## config.mk

```make
export PLATFORM = sky130hd
export DESIGN_NAME = calc_core_seq_flat
export DESIGN_NICKNAME = d
export VERILOG_FILES = /design/src/rtl/calc_core_seq_if.sv /design/src/rtl/calc_core_seq.sv /design/src/flat_wrapper.sv
export SDC_FILE = /design/constraint.sdc
export NUM_CORES = 1
export LEC_CHECK = 0
export CELL_PAD_IN_SITES_DETAIL_PLACEMENT = 0
export CELL_PAD_IN_SITES_GLOBAL_PLACEMENT = 2
export CORE_MARGIN = 3
export CORE_UTILIZATION = 43
export CTS_BUF_LIST = sky130_fd_sc_hd__clkbuf_8
export CTS_CLUSTER_SIZE = 10
export DETAILED_ROUTE_END_ITERATION = 7
export GPL_ROUTABILITY_DRIVEN = 1
export PLACE_DENSITY = 0.95
export SLEW_MARGIN = 0
export SYNTH_ARGS = -nofsm -noshare
export SYNTH_HDL_FRONTEND = slang
export SYNTH_SLANG_ARGS = --single-unit
```

## constraint.sdc

```tcl
create_clock -name clk -period 13.05 [get_ports clk]
set_clock_uncertainty 0.15 [all_clocks]
set_input_delay 1.9575 -clock clk [delete_from_list [all_inputs] [get_ports clk]]
set_output_delay 1.9575 -clock clk [all_outputs]
set_load 0.05 [all_outputs]
```

## src/rtl/calc_core_seq_if.sv

```systemverilog
// Keypad-side and display-side signals of the calculator core.
// newkey is a one-cycle strobe with no back-pressure: the core consumes a key on the edge it
// sees newkey=1 unless busy=1, in which case the key is dropped; the outputs are always valid.
interface calc_core_seq_if #(
  parameter int W = 16
);
  logic [4:0]   keycode;
  logic         newkey;
  logic [W-1:0] Xdisplay;
  logic         LED_NEG_digit;
  logic         LED_OVW;
  logic         busy;
  logic         mem_valid;

  modport master (
    output keycode, newkey,
    input  Xdisplay, LED_NEG_digit, LED_OVW, busy, mem_valid
  );

  modport slave (
    input  keycode, newkey,
    output Xdisplay, LED_NEG_digit, LED_OVW, busy, mem_valid
  );
endinterface

```

## src/rtl/calc_core_seq.sv

```systemverilog
// Keypad calculator core: hex entry into X, chained +,-,* against Y, square, sign change and a
// memory register. Multiply and square run on a sequential radix-2 shift-add unit.
module calc_core_seq #(
  parameter int DIGITS = 4,
  parameter bit SAT    = 1'b0
) (
  input  logic           clk,
  input  logic           rst,
  calc_core_seq_if.slave bus,
  output logic           dbg_state_o
);
  localparam int W  = 4 * DIGITS;
  localparam int NW = $clog2(DIGITS + 1);
  localparam int CW = (W > 1) ? $clog2(W) : 1;

  localparam logic [4:0] K_SQR   = 5'b00001;
  localparam logic [4:0] K_CHS   = 5'b00010;
  localparam logic [4:0] K_EQ    = 5'b00011;
  localparam logic [4:0] K_CA    = 5'b00100;
  localparam logic [4:0] K_MC    = 5'b00101;
  localparam logic [4:0] K_MR    = 5'b00110;
  localparam logic [4:0] K_MPLUS = 5'b00111;
  localparam logic [4:0] K_MUL   = 5'b01001;
  localparam logic [4:0] K_SUB   = 5'b01010;
  localparam logic [4:0] K_ADD   = 5'b01011;
  localparam logic [4:0] K_CE    = 5'b01100;

  typedef enum logic { S_IDLE = 1'b0, S_MULT = 1'b1 } state_t;
  typedef enum logic [1:0] { OP_NONE, OP_ADD, OP_SUB, OP_MUL } op_t;
  typedef struct packed {
    logic         s;
    logic [W-1:0] m;
    logic         ovf;
  } num_t;

  // Signed-magnitude add; a zero magnitude always carries a positive sign.
  function automatic num_t sm_add(input logic as, input logic [W-1:0] am,
                                  input logic bs, input logic [W-1:0] bm);
    logic signed [W+1:0] a;
    logic signed [W+1:0] b;
    logic signed [W+1:0] sum;
    logic [W+1:0]        mag;
    num_t                r;
    a     = as ? -$signed({2'b00, am}) : $signed({2'b00, am});
    b     = bs ? -$signed({2'b00, bm}) : $signed({2'b00, bm});
    sum   = a + b;
    mag   = sum[W+1] ? $unsigned(-sum) : $unsigned(sum);
    r.ovf = |mag[W+1:W];
    r.m   = (SAT && r.ovf) ? {W{1'b1}} : mag[W-1:0];
    r.s   = sum[W+1] && (r.m != '0);
    return r;
  endfunction

  function automatic num_t mul_fix(input logic s, input logic [2*W-1:0] p);
    num_t r;
    r.ovf = |p[2*W-1:W];
    r.m   = (SAT && r.ovf) ? {W{1'b1}} : p[W-1:0];
    r.s   = s && (r.m != '0);
    return r;
  endfunction

  state_t         state_q;
  op_t            op_q;
  logic [W-1:0]   x_q, y_q, m_q;
  logic           xs_q, ys_q, ms_q;
  logic           ovf_q, mem_valid_q, fresh_q;
  logic [NW-1:0]  ndig_q;
  logic [CW-1:0]  cnt_q;
  logic [2*W-1:0] acc_q, mcand_q;
  logic [W-1:0]   mplier_q;
  logic           msign_q, mdest_y_q;

  logic [2*W-1:0] acc_d;
  num_t           ev, mp, mres;
  op_t            key_op;

  always_comb begin
    acc_d  = acc_q + (mplier_q[0] ? mcand_q : '0);
    ev     = sm_add(ys_q, y_q, (op_q == OP_SUB) ? ~xs_q : xs_q, x_q);
    mp     = sm_add(ms_q, m_q, xs_q, x_q);
    mres   = mul_fix(msign_q, acc_d);
    key_op = OP_NONE;
    case (bus.keycode)
      K_ADD:   key_op = OP_ADD;
      K_SUB:   key_op = OP_SUB;
      K_MUL:   key_op = OP_MUL;
      default: key_op = OP_NONE;
    endcase
  end

  always_ff @(posedge clk or negedge rst) begin
    if (!rst) begin
      state_q     <= S_IDLE;
      op_q        <= OP_NONE;
      x_q         <= '0;
      y_q         <= '0;
      m_q         <= '0;
      xs_q        <= 1'b0;
      ys_q        <= 1'b0;
      ms_q        <= 1'b0;
      ovf_q       <= 1'b0;
      mem_valid_q <= 1'b0;
      fresh_q     <= 1'b1;
      ndig_q      <= '0;
      cnt_q       <= '0;
      acc_q       <= '0;
      mcand_q     <= '0;
      mplier_q    <= '0;
      msign_q     <= 1'b0;
      mdest_y_q   <= 1'b0;
    end else if (state_q == S_MULT) begin
      acc_q    <= acc_d;
      mcand_q  <= mcand_q << 1;
      mplier_q <= mplier_q >> 1;
      cnt_q    <= cnt_q + 1'b1;
      if (cnt_q == CW'(W - 1)) begin
        state_q <= S_IDLE;
        cnt_q   <= '0;
        ovf_q   <= ovf_q | mres.ovf;
        if (mdest_y_q) begin
          y_q  <= mres.m;
          ys_q <= mres.s;
        end else begin
          x_q  <= mres.m;
          xs_q <= mres.s;
        end
      end
    end else if (bus.newkey) begin
      if (bus.keycode[4]) begin
        if (fresh_q) begin
          x_q     <= W'(bus.keycode[3:0]);
          xs_q    <= 1'b0;
          ndig_q  <= NW'(1);
          fresh_q <= 1'b0;
        end else if (ndig_q < NW'(DIGITS)) begin
          x_q    <= (x_q << 4) | W'(bus.keycode[3:0]);
          ndig_q <= ndig_q + 1'b1;
        end
      end else begin
        case (bus.keycode)
          K_CE: begin
            x_q     <= '0;
            xs_q    <= 1'b0;
            ovf_q   <= 1'b0;
            fresh_q <= 1'b1;
          end
          K_CA: begin
            x_q     <= '0;
            xs_q    <= 1'b0;
            y_q     <= '0;
            ys_q    <= 1'b0;
            op_q    <= OP_NONE;
            ovf_q   <= 1'b0;
            fresh_q <= 1'b1;
          end
          K_CHS: if (x_q != '0) xs_q <= ~xs_q;
          K_ADD, K_SUB, K_MUL: begin
            // A pending op with a freshly entered operand is evaluated into Y before the new op.
            if (op_q != OP_NONE && !fresh_q) begin
              if (op_q == OP_MUL) begin
                state_q   <= S_MULT;
                acc_q     <= '0;
                mcand_q   <= {{W{1'b0}}, y_q};
                mplier_q  <= x_q;
                msign_q   <= ys_q ^ xs_q;
                mdest_y_q <= 1'b1;
                cnt_q     <= '0;
              end else begin
                y_q   <= ev.m;
                ys_q  <= ev.s;
                ovf_q <= ovf_q | ev.ovf;
              end
            end else begin
              y_q  <= x_q;
              ys_q <= xs_q;
            end
            op_q    <= key_op;
            fresh_q <= 1'b1;
          end
          K_EQ: if (op_q != OP_NONE) begin
            if (op_q == OP_MUL) begin
              state_q   <= S_MULT;
              acc_q     <= '0;
              mcand_q   <= {{W{1'b0}}, y_q};
              mplier_q  <= x_q;
              msign_q   <= ys_q ^ xs_q;
              mdest_y_q <= 1'b0;
              cnt_q     <= '0;
            end else begin
              x_q   <= ev.m;
              xs_q  <= ev.s;
              ovf_q <= ovf_q | ev.ovf;
            end
            op_q    <= OP_NONE;
            fresh_q <= 1'b1;
          end
          K_SQR: begin
            state_q   <= S_MULT;
            acc_q     <= '0;
            mcand_q   <= {{W{1'b0}}, x_q};
            mplier_q  <= x_q;
            msign_q   <= 1'b0;
            mdest_y_q <= 1'b0;
            cnt_q     <= '0;
            fresh_q   <= 1'b1;
          end
          K_MC: begin
            m_q         <= '0;
            ms_q        <= 1'b0;
            mem_valid_q <= 1'b0;
          end
          K_MR: begin
            x_q     <= m_q;
            xs_q    <= ms_q;
            fresh_q <= 1'b1;
          end
          K_MPLUS: begin
            // The accumulated X is finished with, so the next digit starts a new number.
            m_q         <= mp.m;
            ms_q        <= mp.s;
            ovf_q       <= ovf_q | mp.ovf;
            mem_valid_q <= 1'b1;
            fresh_q     <= 1'b1;
          end
          default: ;
        endcase
      end
    end
  end

  assign bus.Xdisplay      = x_q;
  assign bus.LED_NEG_digit = xs_q;
  assign bus.LED_OVW       = ovf_q;
  assign bus.busy          = (state_q == S_MULT);
  assign bus.mem_valid     = mem_valid_q;
  assign dbg_state_o       = state_q;
endmodule

```

## src/flat_wrapper.sv

```systemverilog
// flat-port wrapper written by rule: the top's interface ports become plain ports
module calc_core_seq_flat 
#(
  parameter int DIGITS = 4,
  parameter bit SAT    = 1'b0
)
  (clk, rst, dbg_state_o, bus_keycode, bus_newkey, bus_Xdisplay, bus_LED_NEG_digit, bus_LED_OVW, bus_busy, bus_mem_valid);
  calc_core_seq_if #(.W((16))) bus_i ();
  input  logic clk;
  input  logic rst;
  output logic dbg_state_o;
  input wire logic [$bits(bus_i.keycode)-1:0] bus_keycode;
  input wire logic [$bits(bus_i.newkey)-1:0] bus_newkey;
  output wire logic [$bits(bus_i.Xdisplay)-1:0] bus_Xdisplay;
  output wire logic [$bits(bus_i.LED_NEG_digit)-1:0] bus_LED_NEG_digit;
  output wire logic [$bits(bus_i.LED_OVW)-1:0] bus_LED_OVW;
  output wire logic [$bits(bus_i.busy)-1:0] bus_busy;
  output wire logic [$bits(bus_i.mem_valid)-1:0] bus_mem_valid;
  assign bus_i.keycode = bus_keycode;
  assign bus_i.newkey = bus_newkey;
  assign bus_Xdisplay = bus_i.Xdisplay;
  assign bus_LED_NEG_digit = bus_i.LED_NEG_digit;
  assign bus_LED_OVW = bus_i.LED_OVW;
  assign bus_busy = bus_i.busy;
  assign bus_mem_valid = bus_i.mem_valid;
  calc_core_seq #(.DIGITS(DIGITS), .SAT(SAT)) u_core (.clk(clk), .rst(rst), .bus(bus_i), .dbg_state_o(dbg_state_o));
endmodule
```

### Yosys cells after proc, flatten, opt, wreduce, memory -nomap -nowiden

Index checks and enable logic that the tools add are counted.

* output and inout port bits: 21
* bits in registers: 146
* input port bits: 8
* word-level logic and storage cells: 213

* bitwise gates (word level): 8
* $lt $le $gt $ge: 1
* eq/ne operators: 31
* reduce and logical (&&, ||, !) cells: 38
* multiplexer cells: 107
* $add $sub $neg: 10

Operator list (count)
* two-way mux 32 bit: 13
* two-way mux 16 bit: 21
* case mux 32 bit (3 select lines): 2
* two-way mux 18 bit: 6
* case mux 16 bit (3 select lines): 2
* case mux 16 bit (2 select lines): 2
* nonzero test 16 bit: 4
* negation 16 -> 18 bit: 3
* two-way mux 1 bit: 39
* adder 18 bit: 2
* negation 18 bit: 2
* adder 32 bit: 1
* two-way mux 4 bit: 7
* == test 5 x 3 -> 1 bit, second input constant: 4
* == test 5 x 4 -> 1 bit, second input constant: 4
* AND reduction 6 bit: 3
* OR 16 x 4 -> 16 bit: 1
* AND reduction 8 bit: 2
* OR reduction 16 bit: 1
* case mux 2 bit (3 select lines): 2
* case mux 4 bit (3 select lines): 1
* AND reduction 4 bit: 3
* nonzero test 3 bit: 4
* == test 5 x 2 -> 1 bit, second input constant: 2
* 32 further kinds: 64

### Depth between registers and ports, before layout

* depth after elaboration: 14
* mapped depth: 21
* depth with buffers taken out: 20

### Least setup slack after synthesis

No wires, ideal clock.

* path kind: flip-flop to flip-flop
* start point: reg u_core.x_q[3] (netlist: u_core.bus.Xdisplay[3])
* end point: reg u_core.xs_q (netlist: u_core.bus.LED_NEG_digit)
* data arrival time: 5.239 ns
* required time: 12.772 ns
* period minus slack after synthesis: 5.518 ns
* library setup time: 0.128 ns
* path slack: 7.532 ns
* cell stages (with the launch flop): 21
* cell sequence: dfrtp_1 clkbuf_1 nor2_1 nand3_1 or3_1 or3_1 or3_1 o31ai_1 xnor2_1 ha_1 a21o_1 a21o_1 a221oi_1 o31ai_4 xnor2_2 nor4_1 a31oi_1 or3_1 or3_1 a221oi_2 a211oi_1

* cells in the longest elaborated chain, start to end: 13

RTL lines
* start: declaration: RTL line calc_core_seq.sv:64 `logic [W-1:0] x_q, y_q, m_q;`
* start signal: assignment: RTL line calc_core_seq.sv:124 `x_q <= mres.m;`
* start signal: assignment: RTL line calc_core_seq.sv:131 `x_q <= W'(bus.keycode[3:0]);`
* start signal: assignment: RTL line calc_core_seq.sv:136 `x_q <= (x_q << 4) | W'(bus.keycode[3:0]);`
* negation 16 -> 18 bit: RTL line calc_core_seq.sv:45 `b = bs ? -$signed({2'b00, bm}) : $signed({2'b00, bm});`
* two-way mux 18 bit: RTL line calc_core_seq.sv:45
* adder 18 bit: RTL line calc_core_seq.sv:46 `sum = a + b;`
* negation 18 bit: RTL line calc_core_seq.sv:47 `mag = sum[W+1] ? $unsigned(-sum) : $unsigned(sum);`
* two-way mux 18 bit: RTL line calc_core_seq.sv:47
* nonzero test 16 bit: RTL line calc_core_seq.sv:50 `r.s = sum[W+1] && (r.m != '0);`
* logical AND 1 bit: RTL line calc_core_seq.sv:50
* two-way mux 1 bit: RTL line calc_core_seq.sv:181 `if (op_q == OP_MUL) begin`
* two-way mux 1 bit: RTL line calc_core_seq.sv:180 `K_EQ: if (op_q != OP_NONE) begin`
* case mux 1 bit (4 select lines): RTL line calc_core_seq.sv:140 `case (bus.keycode)`
* two-way mux 1 bit: RTL line calc_core_seq.sv:129 `if (bus.keycode[4]) begin`
* two-way mux 1 bit: RTL line calc_core_seq.sv:128 `end else if (bus.newkey) begin`
* two-way mux 1 bit: RTL line calc_core_seq.sv:111 `end else if (state_q == S_MULT) begin`
* end signal: assignment: RTL line calc_core_seq.sv:125 `xs_q <= mres.s;`
* end signal: assignment: RTL line calc_core_seq.sv:156 `K_CHS: if (x_q != '0) xs_q <= ~xs_q;`
* end signal: assignment: RTL line calc_core_seq.sv:191 `xs_q <= ev.s;`
* end: declaration: RTL line calc_core_seq.sv:65 `logic xs_q, ys_q, ms_q;`

Several ways; a longest one is shown, not always the timed one. The select of a mux whose other input is x is not followed.
A chain may end at the register's enable or synchronous reset.

### Worst setup path in the final report

* start point: reg u_core.x_q[1] (netlist: u_core.bus.Xdisplay[1])
* end point: reg u_core.ys_q

* cells in the longest elaborated chain, start to end: 13

RTL lines
* negation 16 -> 18 bit: RTL line calc_core_seq.sv:45
* two-way mux 18 bit (*): RTL line calc_core_seq.sv:45
* adder 18 bit (*): RTL line calc_core_seq.sv:46
* negation 18 bit: RTL line calc_core_seq.sv:47
* two-way mux 18 bit: RTL line calc_core_seq.sv:47
* nonzero test 16 bit: RTL line calc_core_seq.sv:50
* logical AND 1 bit (*): RTL line calc_core_seq.sv:50
* two-way mux 1 bit (*): RTL line calc_core_seq.sv:160 `if (op_q == OP_MUL) begin`
* two-way mux 1 bit (*): RTL line calc_core_seq.sv:159 `if (op_q != OP_NONE && !fresh_q) begin`
* case mux 1 bit (2 select lines) (*): RTL line calc_core_seq.sv:140
* two-way mux 1 bit (*): RTL line calc_core_seq.sv:129
* two-way mux 1 bit (*): RTL line calc_core_seq.sv:128
* two-way mux 1 bit (*): RTL line calc_core_seq.sv:111
* end signal: assignment: RTL line calc_core_seq.sv:122 `ys_q <= mres.s;`
* end signal: assignment: RTL line calc_core_seq.sv:170 `ys_q <= ev.s;`
* end signal: assignment: RTL line calc_core_seq.sv:175 `ys_q <= xs_q;`
* end: declaration: RTL line calc_core_seq.sv:65

Every way passes the cells marked *; elsewhere a longest branch is shown, timed or not. The select of a mux whose other input is x is not followed.

==> results.md <==
- Synth Flop Type: sky130_fd_sc_hd__dfrtp_1
- GRT Util Overall: 0.249
- Wirelength, routed: approximately 40,000 um
- Die Ht: 179 um
- Sum of met2 wire segment lengths after detailed routing: approximately 17,000 um
- Filler instances: 2,886
- Vias per Instance: ~6
- Count of distinct cell types in the synthesized netlist: 87
- Largest cells by area after synthesis: sky130_fd_sc_hd__dfrtp_1 (28%), sky130_fd_sc_hd__xnor2_1 (7.4%), sky130_fd_sc_hd__nand2_1 (7.2%)
- Setup TNS: 0 ns
- FP Rows: 62
- Sum of overflow across all layers after global routing: 0
- Number of pins exceeding their max-slew limit in the final report: 0
- CTS tree: done
- Clock tree sinks: 146
- Proportion of netlist area held by the largest area contributor: 0.282
- Sequential-to-total area share from yosys stat: 0.284
- Leading cell types in the layout, fill and taps excluded: sky130_fd_sc_hd__nand2_1 (245), sky130_fd_sc_hd__o21ai_0 (157), sky130_fd_sc_hd__dfrtp_1 (144), sky130_fd_sc_hd__a21oi_1 (113), sky130_fd_sc_hd__xnor2_1 (109)
- Hold-fix buffers, CTS: 0
- Pin count of the biggest net entering global routing: 93
- Total vias in the final route: about 12,000
- Number of clock buffers inserted by TritonCTS: 17
- Initial core utilization: 0.442
- Post-synthesis sequential element count: 146
- Worst setup path class: register to register
- Data arrival at the endpoint of the critical path: 6.40 ns
- Post-synthesis cell area: roughly 13,000 um2
- Clock Latency Late Sink: 0.48 ns
- Synth Net Count: around 1,700
- Number of DRC violations after detailed-routing iteration 0: 1,138
- Post-synthesis average cell area: 7.92 um2
- Routability congestion estimate from global placement: 0.926
- Hold worst-path end: u_core.mplier_q[8]
- Inserted Diodes: 0
- Share of layout cells above drive strength 1: 0.0625
- Standard cell core area: 29,100 um2
- Routed len/inst: around 20 um
- Clock transition at the register clock pins on the worst setup and hold paths after CTS: approximately 0.10 ns
- Worst flop-to-flop path startpoint: u_core.bus.Xdisplay[1]
- Number of antenna violations at the first check in global routing: 0
- First-pass iteration count of the detailed router: 5
- DR DRC count: 0
- Classification of the worst-slack hold path: register to register
- Quantity of I/O buffers inserted on ports: 28
- Total met3 wirelength after detailed routing: between 2000 and 2500 um
- Wire length of the first global-routing pass: between 60,000 and 70,000 um
- Buffer type at the clock tree root: sky130_fd_sc_hd__clkbuf_8
- Number of enable-type register cells in the synthesized netlist: 0
- Cells on worst reg2reg path: 20
- Post-Syn Instances: 1,622
- Final hold viol count: 0
- I/O pin count: 29
- Max FO, Critical Path: 18
- Synthesis-to-finish area growth: 6.94%
- Antenna viol nets, final: 0
- Worst R2R End: u_core.ys_q
- Sort of element at the end of the critical path: register
- Required time at the worst-slack endpoint: 13.21 ns
- Final nets: between 1,500 and 2,000
- Total number of H-tree levels: 4
- Cell total after placement: slightly below 2,000
- Highest routed metal layer: met4
- Hold-critical path depth: 2
- Most common library cell in the layout ignoring fill and taps: sky130_fd_sc_hd__nand2_1
- # resized after CTS: 0
- Largest area contributor in the netlist: sky130_fd_sc_hd__dfrtp_1
- Setup violators final: 0
- Achievable frequency: 160 MHz
- # Max-Cap Violations: 0
- Count of non-filler cells in the finished layout: roughly 2,000
- Post-DP HPWL: 29,100 um
- Worst Min Path Start: u_core.mplier_q[9]
- Max_slew headroom: 0.225
- # Post-CTS Setup Buffers: 0
- Number of global-route vias before repair: 11,000
- Slew @ Worst Pin: ~1.2 ns
- Fraction of registers with async set/reset: 1.00
- Length of routed wiring on met1: approximately 20,000 um
- Maximum root-to-sink buffer count: 2
- Overall die area: 32,000 um2
- Worst reg2reg setup slack: 6.81 ns
- Period Utilization, post-route: 0.479
- Min Tclk post-route: 6.24 ns
- Count of synthesis-stage warnings from yosys: 0
- Die boundary width: ~180 um
- Source of the critical timing path: u_core.bus.Xdisplay[1]
- Worst Setup Start Kind: register
- Minimum hold slack: 0.345 ns
- Unrepaired setup endpoints after global routing: no
- Outcome: finished, final reports clean
[flip-flops by register name (all words and copies together) (netlist names), 2 cells and up]
signal / flops
u_core.acc_q: 32
u_core.mcand_q: 32
u_core.bus.Xdisplay: 16
u_core.m_q: 16
u_core.mplier_q: 16
u_core.y_q: 16
u_core.cnt_q: 4
u_core.ndig_q: 3
u_core.op_q: 2
[cells by family after synthesis]
| kind of cell | Yosys count | synth area share |
|---|---|---|
| AOI/OAI and AO/OA | 512 | 0.257 |
| xor gates and xnor gates | 150 | 0.104 |
| adders and majority gates | 75 | 0.0748 |
| buffers and inverters | 147 | 0.0453 |
| DFF | 146 | 0.284 |
| muxes | 35 | 0.0288 |
| and+or+nand+nor | 557 | 0.206 |
[cells in the mapped netlist, drive strengths merged, types with 9 or more instances]
master,count
nor4,12
a22o,10
clkbuf,82
or3,17
mux2,16
a21o,41
nand2b,14
nor2,97
ha,72
o41ai,11
dfrtp,145
o21ai,169
a211oi,20
xnor2,110
nand4,9
xor2,40
nor3,26
o21a,14
nand2,245
a31oi,11
nor2b,10
inv,52
o31ai,23
or4,10
nand3,33
buf,12
and2,47
o32ai,20
a21oi,115
a221oi,20
mux2i,19
[layout make-up]
class	count	area, um2	area share
inverters	53	199	0.0145
repair buffers	41	379	0.0276
well taps	384	480	0.0350
multi-input cells	1329	8640	0.628
flip-flops and latches	146	3660	0.266
clock inverters	14	144	0.0105
clock buffers	18	248	0.0180
[worst max-delay path by stage]
stage | endpoint | slack, ns | cells after the start
after CTS | u_core.ys_q | 6.85 | 20
after global placement | u_core.ys_q | 7.11 | 19
after global routing | u_core.ys_q | 6.30 | 20
after detailed placement | u_core.ys_q | 6.90 | 20
final | u_core.ys_q | 6.81 | 20
after floorplan | u_core.bus.LED_NEG_digit | 7.53 | 20
[worst max-delay path, stage by stage, from the launching register on]
cell	delay (ns)
sky130_fd_sc_hd__dfrtp_1	0.49
sky130_fd_sc_hd__inv_1	0.15
sky130_fd_sc_hd__ha_1	0.22
sky130_fd_sc_hd__nand3_1	0.13
sky130_fd_sc_hd__or3_1	0.41
sky130_fd_sc_hd__or3_1	0.38
sky130_fd_sc_hd__or3_1	0.41
sky130_fd_sc_hd__nor3_1	0.57
sky130_fd_sc_hd__nor2_1	0.11
sky130_fd_sc_hd__ha_1	0.37
sky130_fd_sc_hd__nand2_1	0.08
sky130_fd_sc_hd__nor2_1	0.04
sky130_fd_sc_hd__a221oi_1	0.43
sky130_fd_sc_hd__o31ai_4	0.18
sky130_fd_sc_hd__xnor2_2	0.62
sky130_fd_sc_hd__o31ai_1	0.19
sky130_fd_sc_hd__xor2_1	0.29
sky130_fd_sc_hd__nand4_1	0.11
sky130_fd_sc_hd__or3_1	0.39
sky130_fd_sc_hd__a31oi_1	0.19
sky130_fd_sc_hd__o221ai_1	0.12
[layer usage]
| metal | up-vias | GRT usage |
|---|---|---|
| met5 | - | 0 |
| met4 | 0 | 0.0555 |
| met3 | 36 | 0.0328 |
| met2 | 355 | 0.369 |
| met1 | 5762 | 0.384 |
| li1 | 5776 | - |
[metrics by stage]
step | utilization | cell area [um2] | setup slack, ns
floorplan | - | 12900 | 7.53
global placement | 0.459 | 13400 | 7.11
detailed placement | 0.459 | 13400 | 6.90
CTS | 0.472 | 13700 | 6.85
global route | 0.472 | 13700 | 6.30
finish | 0.472 | 13700 | 6.81
Power is not shown: default switching activity piles up to over one toggle a cycle in this logic, so the estimate is an artifact.
==> patch 1: new RTL, same flow settings <==
`SAT` is set to 1'b0 in 2 places; all go to 1'b1.
--- a/src/rtl/calc_core_seq.sv
+++ b/src/rtl/calc_core_seq.sv
@@ -2,7 +2,7 @@
 // memory register. Multiply and square run on a sequential radix-2 shift-add unit.
 module calc_core_seq #(
   parameter int DIGITS = 4,
-  parameter bit SAT    = 1'b0
+  parameter bit SAT    = 1'b1
 ) (
   input  logic           clk,
   input  logic           rst,
--- a/src/flat_wrapper.sv
+++ b/src/flat_wrapper.sv
@@ -2,7 +2,7 @@
 module calc_core_seq_flat 
 #(
   parameter int DIGITS = 4,
-  parameter bit SAT    = 1'b0
+  parameter bit SAT    = 1'b1
 )
   (clk, rst, dbg_state_o, bus_keycode, bus_newkey, bus_Xdisplay, bus_LED_NEG_digit, bus_LED_OVW, bus_busy, bus_mem_valid);
   calc_core_seq_if #(.W((16))) bus_i ();
Function: not settled (the Yosys comparison gave no result); the edit may change what the design does.
==> patch 1 against the unedited design <==
  * Design area increased by 7.8%
  * Via count rose by 14%
  * Setup slack lost 0.34 ns
  * Sequential cell count did not move
  * Synthesized area increased by 8.3%
  * Wire length increased by 18%
  * Critical path type unchanged
  * Largest cell class unchanged
  * Highest routed layer unchanged
Power is not shown: default switching activity piles up to over one toggle a cycle in this logic, so the estimate is an artifact.
==> patch 1: results (changes against the unedited design) <==
The commonest cells after synthesis are sky130_fd_sc_hd__nand2_1 (252), sky130_fd_sc_hd__o21ai_0 (179), sky130_fd_sc_hd__nor2_1 (159). The final-layout fill cell count is 3203 (+11%), and the post-route met1 wirelength is 21200 microns (+8.6%). For the proportion of synthesized chip area in sequential cells, the log shows 26.3% (-2.2 points). The global-route usage over all layers came out at 26.6% (+1.7 points). The tools report the met3 routed wirelength as 2550 microns (+13%).

The data arrival time of the critical path is 6.76 ns (+0.36 ns), and the met3 track utilization from global routing is 3.60% (+0.31 points). The number of instances in the synthesized netlist is 1809 (+12%), and the via count of the first global-routing pass is 12600 (+14%). The run gives 90 (+3.4%) as the number of library cell types mapped by synthesis. The maximum single-stage delay on the critical path is 0.92 ns (+0.30 ns), and the share of layout cells above drive strength 1 is 5.64% (-0.60 points). For the final cell count without fillers, the log shows 2174 (+9.5%). The global routing usage on met1 is 37.3% (-1.1 points), and the total via count in the routed design is 13600 (+14%). The logs give 41.7% (+4.7 points) for the met2 routing resource usage after global routing and 1892 (+11%) for the net count of the mapped netlist. The logs give 14400 sq um (+7.8%) for the area of placed instances and 20700 microns (+22%) for the detailed-routed wire length on met2.

The global-route wire length before repair came out at 72400 microns (+15%). The run gives 0.915 (-1.2%) as the placer congestion estimate. The run finished with clean final reports. Source of the worst hold timing path: u_core.mplier_q[12]. The final hold slack is 0.339 ns (-0.00648 ns). The largest individual stage delay along the critical path comes from the cell sky130_fd_sc_hd__xnor2_1.
[patch 1: cell count changes after synthesis, moves of 12 or more]
| cell | delta |
|---|---|
| sky130_fd_sc_hd__a21oi_1 | +13 |
| sky130_fd_sc_hd__a221oi_1 | -12 |
| sky130_fd_sc_hd__a311oi_1 | +13 |
| sky130_fd_sc_hd__and3_1 | +12 |
| sky130_fd_sc_hd__clkbuf_1 | +18 |
| sky130_fd_sc_hd__inv_1 | -16 |
| sky130_fd_sc_hd__mux2_2 | -13 |
| sky130_fd_sc_hd__mux2i_1 | +18 |
| sky130_fd_sc_hd__nor2_1 | +63 |
| sky130_fd_sc_hd__o21ai_0 | +22 |
| sky130_fd_sc_hd__o32ai_1 | -18 |
[patch 1: area by class of cell]
type / count / area, sq um / share of cell area (%)
multi-input combinational: 1514 / 9700 / 65.5
sequential: 146 / 3660 / 24.7
tap: 402 / 503 / 3.39
timing repair buffer: 43 / 394 / 2.66
clock buffer: 18 / 248 / 1.67
clock inverter: 14 / 175 / 1.18
inverter: 37 / 139 / 0.937
[patch 1: worst paths after layout]
kind	end	cells past startpoint
setup / recovery	u_core.bus.LED_NEG_digit	17
hold / removal	u_core.mplier_q[11]	2
setup reg to reg	u_core.bus.LED_NEG_digit	17
hold reg to reg	u_core.mplier_q[11]	2
max in group asynchronous	u_core.bus.busy	2
min in group asynchronous	u_core.mcand_q[7]	1
[patch 1: logic make-up after synthesis]
| group | Yosys count | share of synthesized area [%] |
|---|---|---|
| multiplexers | 39 | 2.82 |
| AO/OA/AOI/OAI | 590 | 28.1 |
| AND/OR/NAND/NOR | 670 | 22.9 |
| buffers and inverters | 149 | 4.21 |
| XOR/XNOR | 140 | 8.81 |
| adder cells (fa/ha/maj) | 75 | 6.90 |
| flip-flops | 146 | 26.3 |
==> patch 2: new RTL, config.mk and constraints unchanged <==
Made on the original files. Reset style: synchronous (`rst`), changed in one clocked block.
--- a/src/rtl/calc_core_seq.sv
+++ b/src/rtl/calc_core_seq.sv
@@ -88,7 +88,7 @@
     endcase
   end
 
-  always_ff @(posedge clk or negedge rst) begin
+  always_ff @(posedge clk) begin
     if (!rst) begin
       state_q     <= S_IDLE;
       op_q        <= OP_NONE;
Formal check against the unedited RTL: not equivalent (a bounded check fails within 4 cycles, from zero or initial values and one cycle with rst low; the reset may be asserted at any time).
==> patch 2 against the unedited design <==
  * Via count rose by 11%
  * Synthesized area increased by 2.1%
  * Sequential cell count did not move
  * Setup slack better by 0.064 ns
  * Design area increased by 1.8%
  * Wire length increased by 7.9%
  * Critical path depth shrank 8
  * Critical path type is now in -> reg
  * Critical endpoint is now u_core.mcand_q[10]
  * Largest cell class unchanged
Power is left out: it rests on default switching activity, and per cell area and clock period it moved more than threefold.
==> patch 2: results (changes against the unedited design) <==
The area of placed instances was 13600 sq um (+2.0%). The run finished with clean final reports. The fraction of the mapped netlist area in adder cells is 7.32% (-0.16 points). For the final cell count without fillers, the log shows 2159 (+8.8%).

For the proportion of synthesized chip area in sequential cells, the log shows 22.3% (-6.2 points). The tools report the final routed wirelength across all metal layers as 42300 microns (+7.9%). The post-placement worst setup slack was 6.40 ns (-0.500 ns). The via-per-instance ratio is 6.12 (+1.8%), and the register area is 2930 sq um (-20%).

The multi-input gate count was 1507 (+13%); the maximum number of pins on one net before global-route repair was 86 (-7.5%). The startpoint identified for the worst register-to-register timing path is u_core.bus.Xdisplay[1]. In the post-synthesis netlist, the biggest area contributors are sky130_fd_sc_hd__dfxtp_1 (22%), sky130_fd_sc_hd__nand2_1 (7.4%), sky130_fd_sc_hd__ha_1 (6.9%), sky130_fd_sc_hd__xnor2_1 (6.3%), sky130_fd_sc_hd__o21ai_0 (5.5%). The worst register-to-register path ends at u_core.ys_q.

The run gives 1260 (+11%) as the detailed router's first-iteration violation count. The xor/xnor cell area share of the yosys netlist is 8.00% (-2.4 points). By count the netlist is led by sky130_fd_sc_hd__nand2_1 (259), sky130_fd_sc_hd__dfxtp_1 (146), sky130_fd_sc_hd__o21ai_0 (144). The via count of the first global-routing pass was 12500 (+13%); the clock transition time at the flip-flop clock pins of the worst setup and hold paths was 0.08 ns (-0.02 ns).

The run gives 1839 (+10%) as the final net count. The number of non-clock buffers is 52 (+27%), and the placer congestion estimate is 0.959 (+3.6%). The worst hold path begins at u_core.mplier_q[15]. The largest registers in the layout are u_core.acc_q x32, u_core.mcand_q x31.

The share of synthesized registers carrying an async set or reset was 0% (-100 points); the area of the multi-input gates was 9630 sq um (+11%). The net count of the mapped netlist was 1884 (+10%). The detailed-placement wirelength estimate is 31700 microns (+8.9%), and the post-synthesis mux area share is 0.772% (-2.1 points).

The transition at the pin with the smallest max-transition slack was 1.12 ns (-0.0340 ns); the share of layout cells above drive strength 1 was 5.37% (-0.88 points). Global-route wire length before repair: 67800 microns (+7.8%). The run gives 25.2% (+0.31 points) as the global-route usage over all layers. The core utilization of the finished layout came out at 46.8% (-0.42 points).
-- patch 2: changes by cell type in the layout (fill, tap and decap cells not counted), moves of 22 or more --
cell                       unedited run  this run
sky130_fd_sc_hd__a31oi_1             11        33
sky130_fd_sc_hd__nand3_1             33        74
sky130_fd_sc_hd__dfxtp_1              0       145
sky130_fd_sc_hd__nor2b_1             10        45
sky130_fd_sc_hd__o211ai_1             7        32
sky130_fd_sc_hd__dfrtp_1            144         0
sky130_fd_sc_hd__and2_1              46        86
sky130_fd_sc_hd__o211a_1              0        22
sky130_fd_sc_hd__nor3_1              24        46
-- patch 2: worst max path at each step --
stage,startpoint,endpoint,slack [ns],cells past startpoint
after detailed placement,bus_keycode[4],u_core.mcand_q[10],6.40,12
after global routing,bus_keycode[4],u_core.mcand_q[2],6.41,12
after floorplan,u_core.bus.Xdisplay[1],u_core.bus.LED_OVW,7.95,18
final,bus_keycode[4],u_core.mcand_q[10],6.87,12
after global placement,bus_keycode[4],u_core.mcand_q[11],6.56,12
after CTS,bus_keycode[4],u_core.mcand_q[10],6.89,12
-- patch 2: logic make-up (layout without fill, tap and decap cells) --
| logic type | count (synthesis) | in the layout |
|---|---|---|
| AO/OA/AOI/OAI | 570 | 570 |
| XOR/XNOR | 119 | 119 |
| adder cells (fa/ha/maj) | 75 | 75 |
| buffers and inverters | 148 | 116 |
| flip-flops | 146 | 146 |
| multiplexers | 10 | 10 |
| AND/OR/NAND/NOR | 733 | 733 |
-- patch 2: routing by layer --
metal,share of wire (%),global-route usage (%),vias to the layer above
met5,0,0,-
met2,48,43.4,346
li1,-,-,6499
met3,4.5,2.64,63
met4,2.6,7.68,0
met1,45,33.3,6299
